### src/rtl/regwb_ctrl.sv
// ---------------------------------------------------------------------------
// regwb_ctrl -- register-file writeback controller with issue scoreboard.
//
// Merges two result sources onto a single registered register-file write
// port. Load results (mem_*) always win and are never buffered; ALU results
// (alu_*) queue in a small in-order FIFO and drain whenever the port is free.
// If the FIFO is empty and no load is present, an accepted ALU result goes
// straight to the write port without being written into the FIFO.
//
// A 31-entry scoreboard tracks registers with a pending write. Issue of an
// instruction whose destination is already pending is refused (no WAW), and
// two combinational operand-check ports report pending writes to the issue
// stage. A register's busy bit drops at the same edge that raises we.
//
// Ports
//   clk                       rising-edge clock
//   rst                       asynchronous active-low reset
//   iss_valid/iss_rd          instruction issue with destination register
//   iss_ready                 issue accepted this cycle
//   alu_valid/alu_rd/alu_data ALU result; alu_ready = accepted this cycle
//   mem_valid/mem_rd/mem_data load result;  mem_ready = accepted this cycle
//   we/wa/wn                  registered register-file write port
//   chk_a1/chk_a2             operand registers to check
//   busy1/busy2               operand has a pending write
// ---------------------------------------------------------------------------
module regwb_ctrl #(
  parameter int FIFO_DEPTH = 4            // power of two, >= 2
) (
  input  logic        clk,
  input  logic        rst,
  input  logic        iss_valid,
  input  logic [4:0]  iss_rd,
  output logic        iss_ready,
  input  logic        alu_valid,
  input  logic [4:0]  alu_rd,
  input  logic [31:0] alu_data,
  output logic        alu_ready,
  input  logic        mem_valid,
  input  logic [4:0]  mem_rd,
  input  logic [31:0] mem_data,
  output logic        mem_ready,
  output logic        we,
  output logic [4:0]  wa,
  output logic [31:0] wn,
  input  logic [4:0]  chk_a1,
  input  logic [4:0]  chk_a2,
  output logic        busy1,
  output logic        busy2
);

  localparam int PTR_W = $clog2(FIFO_DEPTH);
  localparam int CNT_W = PTR_W + 1;

  // Which source drives the write port this cycle.
  typedef enum logic [1:0] {
    SRC_NONE,
    SRC_MEM,
    SRC_FIFO,
    SRC_ALU
  } src_e;

  // Scoreboard; bit 0 is never set, so register 0 always reads as free.
  logic [31:0]      busy;
  logic [31:0]      busy_next;

  // ALU result FIFO.
  logic [4:0]       fifo_rd   [FIFO_DEPTH];
  logic [31:0]      fifo_data [FIFO_DEPTH];
  logic [PTR_W-1:0] wr_ptr;
  logic [PTR_W-1:0] rd_ptr;
  logic [CNT_W-1:0] count;
  logic             fifo_empty;
  logic             fifo_full;

  logic             alu_fire;
  logic             iss_fire;
  logic             push;
  logic             pop;

  src_e             sel_src;
  logic [4:0]       sel_rd;
  logic [31:0]      sel_data;
  logic             sel_write;

  assign fifo_empty = (count == '0);
  assign fifo_full  = (count == CNT_W'(FIFO_DEPTH));

  // Readiness is based on the registered count only, so a pop in the same
  // cycle never lets a full FIFO accept another result.
  assign mem_ready = rst;
  assign alu_ready = rst && !fifo_full;
  assign iss_ready = rst && ((iss_rd == 5'd0) || !busy[iss_rd]);

  assign alu_fire  = alu_valid && alu_ready;
  assign iss_fire  = iss_valid && iss_ready && (iss_rd != 5'd0);

  assign busy1 = (chk_a1 != 5'd0) && busy[chk_a1];
  assign busy2 = (chk_a2 != 5'd0) && busy[chk_a2];

  // Write-port select: load, then oldest buffered ALU result, then bypass.
  always_comb begin
    // NOTE: every output of this block gets a default first, so no path
    // leaves a signal unassigned and no latch is inferred.
    sel_src  = SRC_NONE;
    sel_rd   = 5'd0;
    sel_data = 32'd0;
    if (mem_valid && mem_ready) begin
      sel_src  = SRC_MEM;
      sel_rd   = mem_rd;
      sel_data = mem_data;
    end else if (!fifo_empty) begin
      sel_src  = SRC_FIFO;
      sel_rd   = fifo_rd[rd_ptr];
      sel_data = fifo_data[rd_ptr];
    end else if (alu_fire) begin
      sel_src  = SRC_ALU;
      sel_rd   = alu_rd;
      sel_data = alu_data;
    end
  end

  assign sel_write = (sel_src != SRC_NONE) && (sel_rd != 5'd0);

  // A bypassed ALU result is consumed directly and never enters the FIFO.
  assign push = alu_fire && (sel_src != SRC_ALU);
  assign pop  = (sel_src == SRC_FIFO);

  // Scoreboard update: clear the written register, then set the issued one,
  // so a forced same-register clear+set leaves the bit set.
  always_comb begin
    busy_next = busy;
    if (sel_write) busy_next[sel_rd] = 1'b0;
    if (iss_fire)  busy_next[iss_rd] = 1'b1;
    busy_next[0] = 1'b0;
  end

  always_ff @(posedge clk or negedge rst) begin
    // NOTE: sequential state uses non-blocking assignments so every flop
    // samples pre-edge values regardless of statement order.
    if (!rst) busy <= '0;
    else      busy <= busy_next;
  end

  // FIFO pointers and occupancy. Pointer widths equal log2(depth), so the
  // natural overflow of the increment is the modulo-depth wrap.
  always_ff @(posedge clk or negedge rst) begin
    if (!rst) begin
      wr_ptr <= '0;
      rd_ptr <= '0;
      count  <= '0;
    end else begin
      if (push) wr_ptr <= wr_ptr + 1'b1;
      if (pop)  rd_ptr <= rd_ptr + 1'b1;
      case ({push, pop})
        2'b10:   count <= count + 1'b1;
        2'b01:   count <= count - 1'b1;
        default: count <= count;
      endcase
    end
  end

  // NOTE: FIFO storage is deliberately not reset; entries are only read
  // behind a valid count, and the pointers/count reset makes it empty.
  always_ff @(posedge clk) begin
    if (push) begin
      fifo_rd[wr_ptr]   <= alu_rd;
      fifo_data[wr_ptr] <= alu_data;
    end
  end

  // Registered write port. Address and data hold when nothing is written,
  // including results addressed to register 0.
  always_ff @(posedge clk or negedge rst) begin
    if (!rst) begin
      we <= 1'b0;
      wa <= 5'd0;
      wn <= 32'd0;
    end else if (sel_write) begin
      we <= 1'b1;
      wa <= sel_rd;
      wn <= sel_data;
    end else begin
      we <= 1'b0;
    end
  end

endmodule

### config.mk
export PLATFORM = sky130hd
export DESIGN_NAME = regwb_ctrl
export DESIGN_NICKNAME = d
export VERILOG_FILES = /design/src/rtl/regwb_ctrl.sv
export SDC_FILE = /design/constraint.sdc
export NUM_CORES = 1
export LEC_CHECK = 0
export BUFFER_PORTS_ARGS = -buffer_cell sky130_fd_sc_hd__buf_4
export CORE_UTILIZATION = 30
export CTS_BUF_LIST = sky130_fd_sc_hd__clkbuf_4 sky130_fd_sc_hd__clkbuf_8 sky130_fd_sc_hd__clkbuf_16
export DETAILED_ROUTE_END_ITERATION = 8
export SKIP_LAST_GASP = 1
export SYNTH_ARGS = -nofsm -noshare
export SYNTH_HDL_FRONTEND = slang
export SYNTH_SLANG_ARGS = --single-unit
### constraint.sdc
create_clock -name clk -period 4.7 [get_ports clk]
set_clock_uncertainty 0.1 [all_clocks]
set_input_delay 0.705 -clock clk [delete_from_list [all_inputs] [get_ports clk]]
set_output_delay 0.705 -clock clk [all_outputs]
set_load 0.02 [all_outputs]
* Word-level counts from Yosys, hierarchy flattened
Memories as Yosys holds them, arrays and structs flattened. Cells that the tools add are included.
Storage, ports and cells: logic and storage cells 75, bits of input ports 94, memories 2, output and inout bits 43, RAM bits 148, register bits after elaboration 76
Memory list:
- fifo_data | depth 4, width 32, read ports 1, clocked after memory_dff 0, write ports 1, RTL line 68 | logic [31:0] fifo_data [FIFO_DEPTH];
- fifo_rd | depth 4, width 5, read ports 1, clocked after memory_dff 0, write ports 1, RTL line 67 | logic [4:0] fifo_rd [FIFO_DEPTH];
Operators by class: reductions and logical operators 23, add/sub/neg operators 4, multiplexer cells 25, eq/ne operators 5, bitwise logic cells 3, $lt $le $gt $ge 6
Operator list (number):
- two-way mux 32 bit | 5
- AND 32 bit | 1
- NOT 32 bit | 1
- bitwise OR 32 bit | 1
- < comparator 5 x 6 -> 1 bit, second input constant | 4
- nonzero test 5 bit | 4
- binary-select mux 1 bit (select 5 bit) | 3
- two-way mux 5 bit | 3
- logical AND 1 bit | 12
- demux 1 bit (select 5 bit) | 2
- greater-or-equal comparator 5 x 1 -> 1 bit, second input constant | 2
- two-way mux 1 bit | 8
- two-way mux 2 bit | 3
- one-hot mux 3 bit (2 select lines) | 1
- zero test 5 bit | 1
- adder 2 x 1 -> 2 bit, second input constant | 2
- == test 2 bit, second input constant | 2
- nonzero test 2 bit | 2
- adder 3 x 1 -> 3 bit, second input constant | 1
- == test 3 bit, second input constant | 1
- zero test 3 bit | 1
- subtractor 3 x 1 -> 3 bit, second input constant | 1
- == test 2 x 1 -> 1 bit, second input constant | 1
- zero test 1 bit | 2
- other kinds (2) | 2

* Longest topological paths before layout
Gate-level depths: netlist of run 1.
word-level depth 16, gate-level depth with buffers 10, mapped depth without buffers 10

* Worst setup path after synthesis of run 1
OpenSTA, ideal clock, no wires.
path type input to output, start in chk_a1[0], end out busy1, path buffers 1, stages 4, slack 1.455 ns, required time 3.895 ns, data arrival time 2.440 ns, cells stage by stage clkbuf_1 -> mux4_2 -> mux4_2 -> mux2_2
On the way: cells in the longest elaborated chain, start to end 3, elaborated cells between the ends (all ways) 4, classes of those cells mux (2); reduce/logical (2)
Ends and longest elaborated chain:
- start, declared | RTL line 45 | input logic [4:0] chk_a1,
- binary-select mux 1 bit (select 5 bit) | RTL line 97 | assign busy1 = (chk_a1 != 5'd0) && busy[chk_a1];
- two-way mux 1 bit (not written as such) | RTL line 97
- logical AND 1 bit (*) | RTL line 97
- end, declared | RTL line 47 | output logic busy1,
Mark *: on every way between the ends. The rest lies on a longest branch, timed or not. The select of a mux whose other input is x is not followed.

* Worst setup path in the final report of run 1
start reg rd_ptr[0], end reg wn[12]
On the way: cells in the longest elaborated chain, start to end 5, elaborated cells between the ends (all ways) 8, classes of those cells mux (4); reduce/logical (2); memory (2)
Ends and longest elaborated chain:
- start, declared | RTL line 70 | logic [PTR_W-1:0] rd_ptr;
- start signal, assigned | RTL line 153 | if (pop) rd_ptr <= rd_ptr + 1'b1;
- memory (4 x 5 bit)
- two-way mux 5 bit | RTL line 111 | end else if (!fifo_empty) begin
- two-way mux 5 bit | RTL line 107 | if (mem_valid && mem_ready) begin
- nonzero test 5 bit | RTL line 122 | assign sel_write = (sel_src != SRC_NONE) && (sel_rd != 5'd0);
- logical AND 1 bit | RTL line 122
- end signal, assigned | RTL line 181 | wn <= sel_data;
- end, declared | RTL line 44 | output logic [31:0] wn,
Parallel ways exist; a longest one is shown, timed or not. A chain may end at the register's enable or synchronous reset.

==> results of run 1 <==
## metal layers
metal | global-route usage | part of all wire | up-vias | wire length (um)
li1 | - | - | 2774 | -
met1 | 0.204 | 0.45 | 3145 | 11000
met2 | 0.233 | 0.47 | 217 | 11600
met3 | 0.0389 | 0.074 | 26 | 1840
met4 | 0.0273 | 0.013 | 0 | 328
met5 | 0 | 0 | - | 0
## power breakdown
part           switching [mW]  total, mW  internal, mW
combinational            1.21       2.44          1.22
sequential              0.362       2.92          2.56
clock                   0.789       2.02          1.23
total                    2.36       7.38          5.02
## synth_stat cells, types with 3 or more instances
cell type  count
nand3_1        7
buf_6          4
o21ai_0       68
nor2b_1        3
mux4_2        61
ha_1           5
nor2_1        62
clkbuf_1      19
nand4_1        3
a31oi_1        5
xnor2_1        4
buf_1          3
dfrtp_1       76
mux2_2         8
a22oi_1        6
nand3b_1       3
edfxtp_1     148
or3_1          5
and2_1         6
a221oi_1      25
nand2b_1       4
nand2_1       30
a21oi_1        8
mux2_4        29
inv_1         11
buf_2          3
a21o_1         7
## final timing paths
| check | startpoint | end | slack [ns] | depth (start not counted) |
|---|---|---|---|---|
| max | rd_ptr[0] | wn[12] | 1.14 | 7 |
| min | rst | count[1] | 0.03 | 1 |
| max reg2reg | rd_ptr[0] | wn[12] | 1.14 | 7 |
| min reg2reg | wn[4] | wn[4] | 0.42 | 1 |
| max in group asynchronous | rst | busy[11] | 3.43 | 2 |
| min in group clk | alu_data[26] | fifo_data[2][26] | 0.29 | 1 |
## per-stage QoR
stage | power [mW] | setup slack [ns] | cell area, um2
after floorplan | 4.53 | 1.46 | 10000
after global placement | 5.38 | 0.745 | 11500
after detailed placement | 5.43 | 0.703 | 11500
after CTS | 7.47 | 1.09 | 12400
after global routing | 7.77 | 0.903 | 12400
final | 7.38 | 1.14 | 12400
## flip-flops by register name (all words and copies together), names as in the netlist
name	cells
wa	5
we	1
wr_ptr	2
busy	31
fifo_rd	20
fifo_data	128
wn	32
count	3
rd_ptr	2
## cells by family (layout without fill, tap and decap cells)
logic type      Yosys count  after routing  share of synthesized area
buf+inv                  42            201                     0.0195
xor+xnor                  6              6                    0.00526
simple gates            131            131                     0.0607
fa+ha+maj                 6              6                    0.00826
flops                   224            224                      0.635
mux                     100            100                      0.194
compound gates          125            125                     0.0777
## area by class of cell
type / instances / area [um2] / share of cell area
sequential: 224 / 6350 / 0.513
clock inverter: 16 / 210 / 0.0170
clock buffer: 28 / 661 / 0.0534
tap: 442 / 553 / 0.0447
multi-input combinational: 368 / 3460 / 0.280
inverter: 12 / 45.0 / 0.00364
timing repair buffer: 145 / 1090 / 0.0880
## worst max-delay path, delay by kind of cell (launching register included)
family / cells / cell delay, ns
AOI/OAI and AO/OA: 1 / 0.19
DFF: 1 / 0.79
buffers and inverters: 1 / 0.48
and+or+nand+nor: 3 / 0.80
muxes: 2 / 1.05
==> impl_metrics.json, run 1 <==
{
  "grt_max_degree": 55,
  "layout.cells.most_common_list": "148 x edfxtp_1, 145 x buf_4, 74 x dfrtp_1, 68 x o21ai_0",
  "syn-instance-count": 634,
  "die_x_um": 185,
  "max-vdd-ir-drop_mv": 0.289,
  "final_max_slew_viol_count": 0,
  "cts_sinks": 224,
  "wp_data_arrival_ns": 3.87,
  "worst_skew_pair.late_latency_ns": 0.53,
  "fp-row-count": 66,
  "outcome": "complete, no violations",
  "max_freq_ghz": 0.281,
  "antenna-diode-count": 0,
  "cts-hold-fix-buffers": 0,
  "ys_top_cells_by_area": "edfxtp_1 44%, dfrtp_1 19%, mux4_2 14%",
  "route.detailed.wl_per_inst_um": 20.1,
  "post_synth_edffs": 148,
  "ios": 137,
  "setup.worst_path.end_class": "flop",
  "library_cell_occupying_the_most_area_in_the_post_synthesis_netlist": "edfxtp_1",
  "vias": 6162,
  "ctsRootBufferMaster": "clkbuf_16",
  "cts_inserted_buffers": 24,
  "gr-total-overflow": 0,
  "grt_pass1_wl_um": 38000,
  "worst_slew_pin_slew_ns": 1.16,
  "syn_avg_cell_area_um2": 15.8,
  "synthesis_to_finish_area_growth_pct": 23.7,
  "place_inst": 1191,
  "cp_data_required_time_ns": 5.01,
  "mostFrequentLayoutCell": "edfxtp_1",
  "stdcell_count": 1235,
  "detail_route.drc_violations": 0,
  "cts-root-to-sink-buffers": 3,
  "timing.setup.critical_path_class": "flop to flop",
  "power.static_leakage_nw": 4.71,
  "detail_route.iter0.violations": 428,
  "cts_repair_resizes": 0,
  "post_layout_nets": 875,
  "routed_via_density": 4.99,
  "maxCapViolations": 0,
  "final_min_period_over_clock_period": 0.756,
  "first_global_vias": 6284,
  "area_share_of_the_largest_cell_type_after_synthesis": 0.445,
  "unique_masters_post_synth": 45,
  "power-per-cell-area_nw_per_um2": 597,
  "grt.total_usage": 0.147,
  "fillCellCount": 3107,
  "hpwl_um": 16400,
  "synth_flop_cell": "edfxtp_1",
  "synth.net_count": 734,
  "timing.critical_path.slowest_cell_delay_ns": 0.79,
  "synthesis.yosys.warnings": 0,
  "antenna_found_initial": 0,
  "layout_cell_share_with_drive_strength_beyond_1": 0.378,
  "flops_latches_synth": 224,
  "finalCriticalPeriod_ns": 3.56,
  "cp_slowest_cell": "dfrtp_2",
  "total_negative_slack_ns": 0,
  "setup_repair_after_global_routing_missed_its_margin": "false",
  "layout.core_utilization": 0.379,
  "first_pass_iters": 4,
  "gpl.final_weighted_congestion": 0.834,
  "core_region_area_um2": 32600,
  "cts_tree": "built",
  "fp.dieArea_um2": 34100,
  "final_antenna_net_count": 0,
  "cts.repair_timing.setup_buffer_count": 0,
  "fin_hold_ws_ns": 0.0259,
  "portBuffers": 136,
  "h-tree-depth": 1,
  "wl_um": 24800,
  "slew-limit-headroom": 0.227,
  "hold_viol_final": 0,
  "starting_density_of_the_core": 0.306,
  "asyncSetResetFlopFracSynth": 0.339,
  "die_y_um": 185,
  "timing.final.setup_violations": 0,
  "ys_seq_area_frac": 0.635,
  "clk_pin_slew_worst_paths_ns": 0.06,
  "critical_path_peak_fanout": 33,
  "netlist_area_um2": 10000,
  "crit_chain": "mux4_2, nand2_1, a21oi_1, or3_4, nor3_4, inv_2, mux2_4",
  "hold_path_class": "input pin to async pin",
  "critical_path.startpoint_type": "flop"
}
Note: power is estimated with default switching activity, not from simulation.
==> run 2, diff against run 1 <==
Clock period 4.7 ns to 3.1 ns, I/O delays scaled along.
==> impl_metrics.json, run 2 (synthesized netlist as in run 1, its figures left out) <==
{
  "outcome": "complete, no violations",
  "grt_max_degree": 54,
  "gr-total-overflow": 0,
  "finalCriticalPeriod_ns": 2.88,
  "wl_met2_um": 11700,
  "crit_chain": "mux4_2, mux4_2, mux2_2, buf_4",
  "gpl.final_weighted_congestion": 0.867,
  "timing.critical_path.mode_cell": "mux4_2",
  "antenna-diode-count": 0,
  "hold_viol_final": 0,
  "final_max_slew_viol_count": 0,
  "cts_sinks": 224,
  "ctsRootBufferMaster": "clkbuf_16",
  "route.detailed.wl_per_inst_um": 20.0,
  "reg2regPathDepth": 8,
  "vias": 6222,
  "clk_pin_slew_worst_paths_ns": 0.06,
  "fp-row-count": 66,
  "layout.cells.most_common_list": "161 x buf_4, 148 x edfxtp_1, 74 x dfrtp_1, 68 x o21ai_0",
  "synthesis_to_finish_area_growth_pct": 23.5,
  "portBuffers": 136,
  "cts.repair_timing.setup_buffer_count": 0,
  "detail_route.iter0.violations": 461,
  "largest_register_ff_count": 128,
  "final_min_period_over_clock_period": 0.928,
  "fp.dieArea_um2": 34100,
  "h-tree-depth": 1,
  "cp_slowest_cell": "mux4_2",
  "highest_layer": "met4",
  "hpwl_um": 17100,
  "top_register": "fifo_data",
  "die_x_um": 185,
  "max_freq_ghz": 0.348,
  "power.static_leakage_nw": 4.73,
  "cp_data_required_time_ns": 2.53,
  "max-vdd-ir-drop_mv": 0.510,
  "wp_data_arrival_ns": 2.31,
  "critical_path.startpoint_type": "flop",
  "timing.setup.critical_path_class": "flop to primary output",
  "cts_repair_resizes": 0,
  "worst_slack_ns": 0.223,
  "grt.total_usage": 0.150,
  "regToRegSetupSlack_ns": 0.41,
  "critical_path_peak_fanout": 4,
  "hp-start": "alu_data[17]",
  "setup_repair_after_global_routing_missed_its_margin": "false",
  "min_to": "fifo_data[2][17]",
  "cts-root-to-sink-buffers": 3,
  "layout.core_utilization": 0.378,
  "routed_via_density": 4.98,
  "core_region_area_um2": 32600,
  "timing.final.setup_violations": 0,
  "detail_route.drc_violations": 0,
  "first_pass_iters": 5,
  "final_antenna_net_count": 0,
  "antenna_found_initial": 0,
  "grt_pass1_wl_um": 38600,
  "power-per-cell-area_nw_per_um2": 878,
  "layout_cell_share_with_drive_strength_beyond_1": 0.390,
  "dr_wl_met3_um": 1880,
  "route.layer.met1.wl_um": 11000,
  "stdcell_count": 1249,
  "stdcell_area_um2": 12300,
  "dp_worst_setup_slack_ns": 0.339,
  "worst_slew_pin_slew_ns": 1.06,
  "first_global_vias": 6369,
  "slew-limit-headroom": 0.290,
  "wl_um": 25000,
  "r2r-start": "rd_ptr[0]",
  "mostFrequentLayoutCell": "buf_4",
  "place_area_um2": 11600,
  "timing.critical_path.slowest_cell_delay_ns": 0.49,
  "die_y_um": 185,
  "hold_depth": 1,
  "reg_top3": "fifo_data x128, wn x32, busy x31",
  "post_layout_nets": 891,
  "hold_path_class": "input pin to flop",
  "maxCapViolations": 0,
  "place_inst": 1207,
  "total_negative_slack_ns": 0,
  "worst_skew_pair.late_latency_ns": 0.50,
  "cts_inserted_buffers": 23,
  "cts_tree": "built",
  "starting_density_of_the_core": 0.306,
  "worst_r2r_endpoint": "wn[24]",
  "ios": 137,
  "setup.worst_path.end_class": "primary output"
}
[run 2: changes by cell type in the layout (fill, tap and decap cells not counted), moves of 2 or more]
cell,delta
clkbuf_4,+14
clkinv_1,-2
bufinv_16,-4
clkinv_4,-2
clkbuf_16,-2
buf_4,+16
clkinv_2,-6
[run 2: critical path: cells and delay by family, from the launching register on]
kind / cells / cell delay, ns
muxes: 3 / 1.24
DFF: 1 / 0.43
buffers and inverters: 1 / 0.15
[run 2: layout make-up]
type,instances,area (um2)
clock buffers,39,702
repair buffers,162,1220
well taps,442,553
clock inverters,2,11.3
fillers,3096,20300
inverters,12,45.0
multi-input cells,368,3460
flip-flops and latches,224,6350
[run 2: worst max-delay path by stage]
stage	from	endpoint	slack [ns]	depth (start not counted)
after CTS	busy[15]	busy1	0.20	4
after global placement	iss_rd[0]	busy[5]	0.39	7
after detailed placement	iss_rd[0]	busy[13]	0.34	7
final	busy[15]	busy1	0.22	4
after floorplan	chk_a1[0]	busy1	0.34	4
after global routing	busy[15]	busy2	0.15	4
[run 2: layer usage]
metal	track usage	vias to the layer above
li1	-	2811
met1	0.207	3186
met2	0.236	199
met3	0.0409	26
met4	0.0303	0
met5	0	-
[run 2: timing repair]
action | 4_1_cts | 5_1_grt
hold endpoints to repair | 24 | 0
setup endpoints to repair | 0 | 0
hold buffers | 1 | 0
[run 2: where the power goes]
group          total (mW)  internal, mW  switching (mW)  leakage, nW
Clock                2.62          1.54            1.07        0.368
Sequential           4.38          3.89           0.489         2.28
Combinational        3.84          1.94            1.91         2.08
[run 2: per-stage QoR]
stage          power [mW]  hold WS (ns)
3_3_place_gp         8.25         0.403
4_1_cts              11.0        0.0601
6_report             10.8        0.0754
5_1_grt              11.4        0.0571
2_1_floorplan        6.87        0.0694
3_5_place_dp         8.33         0.399
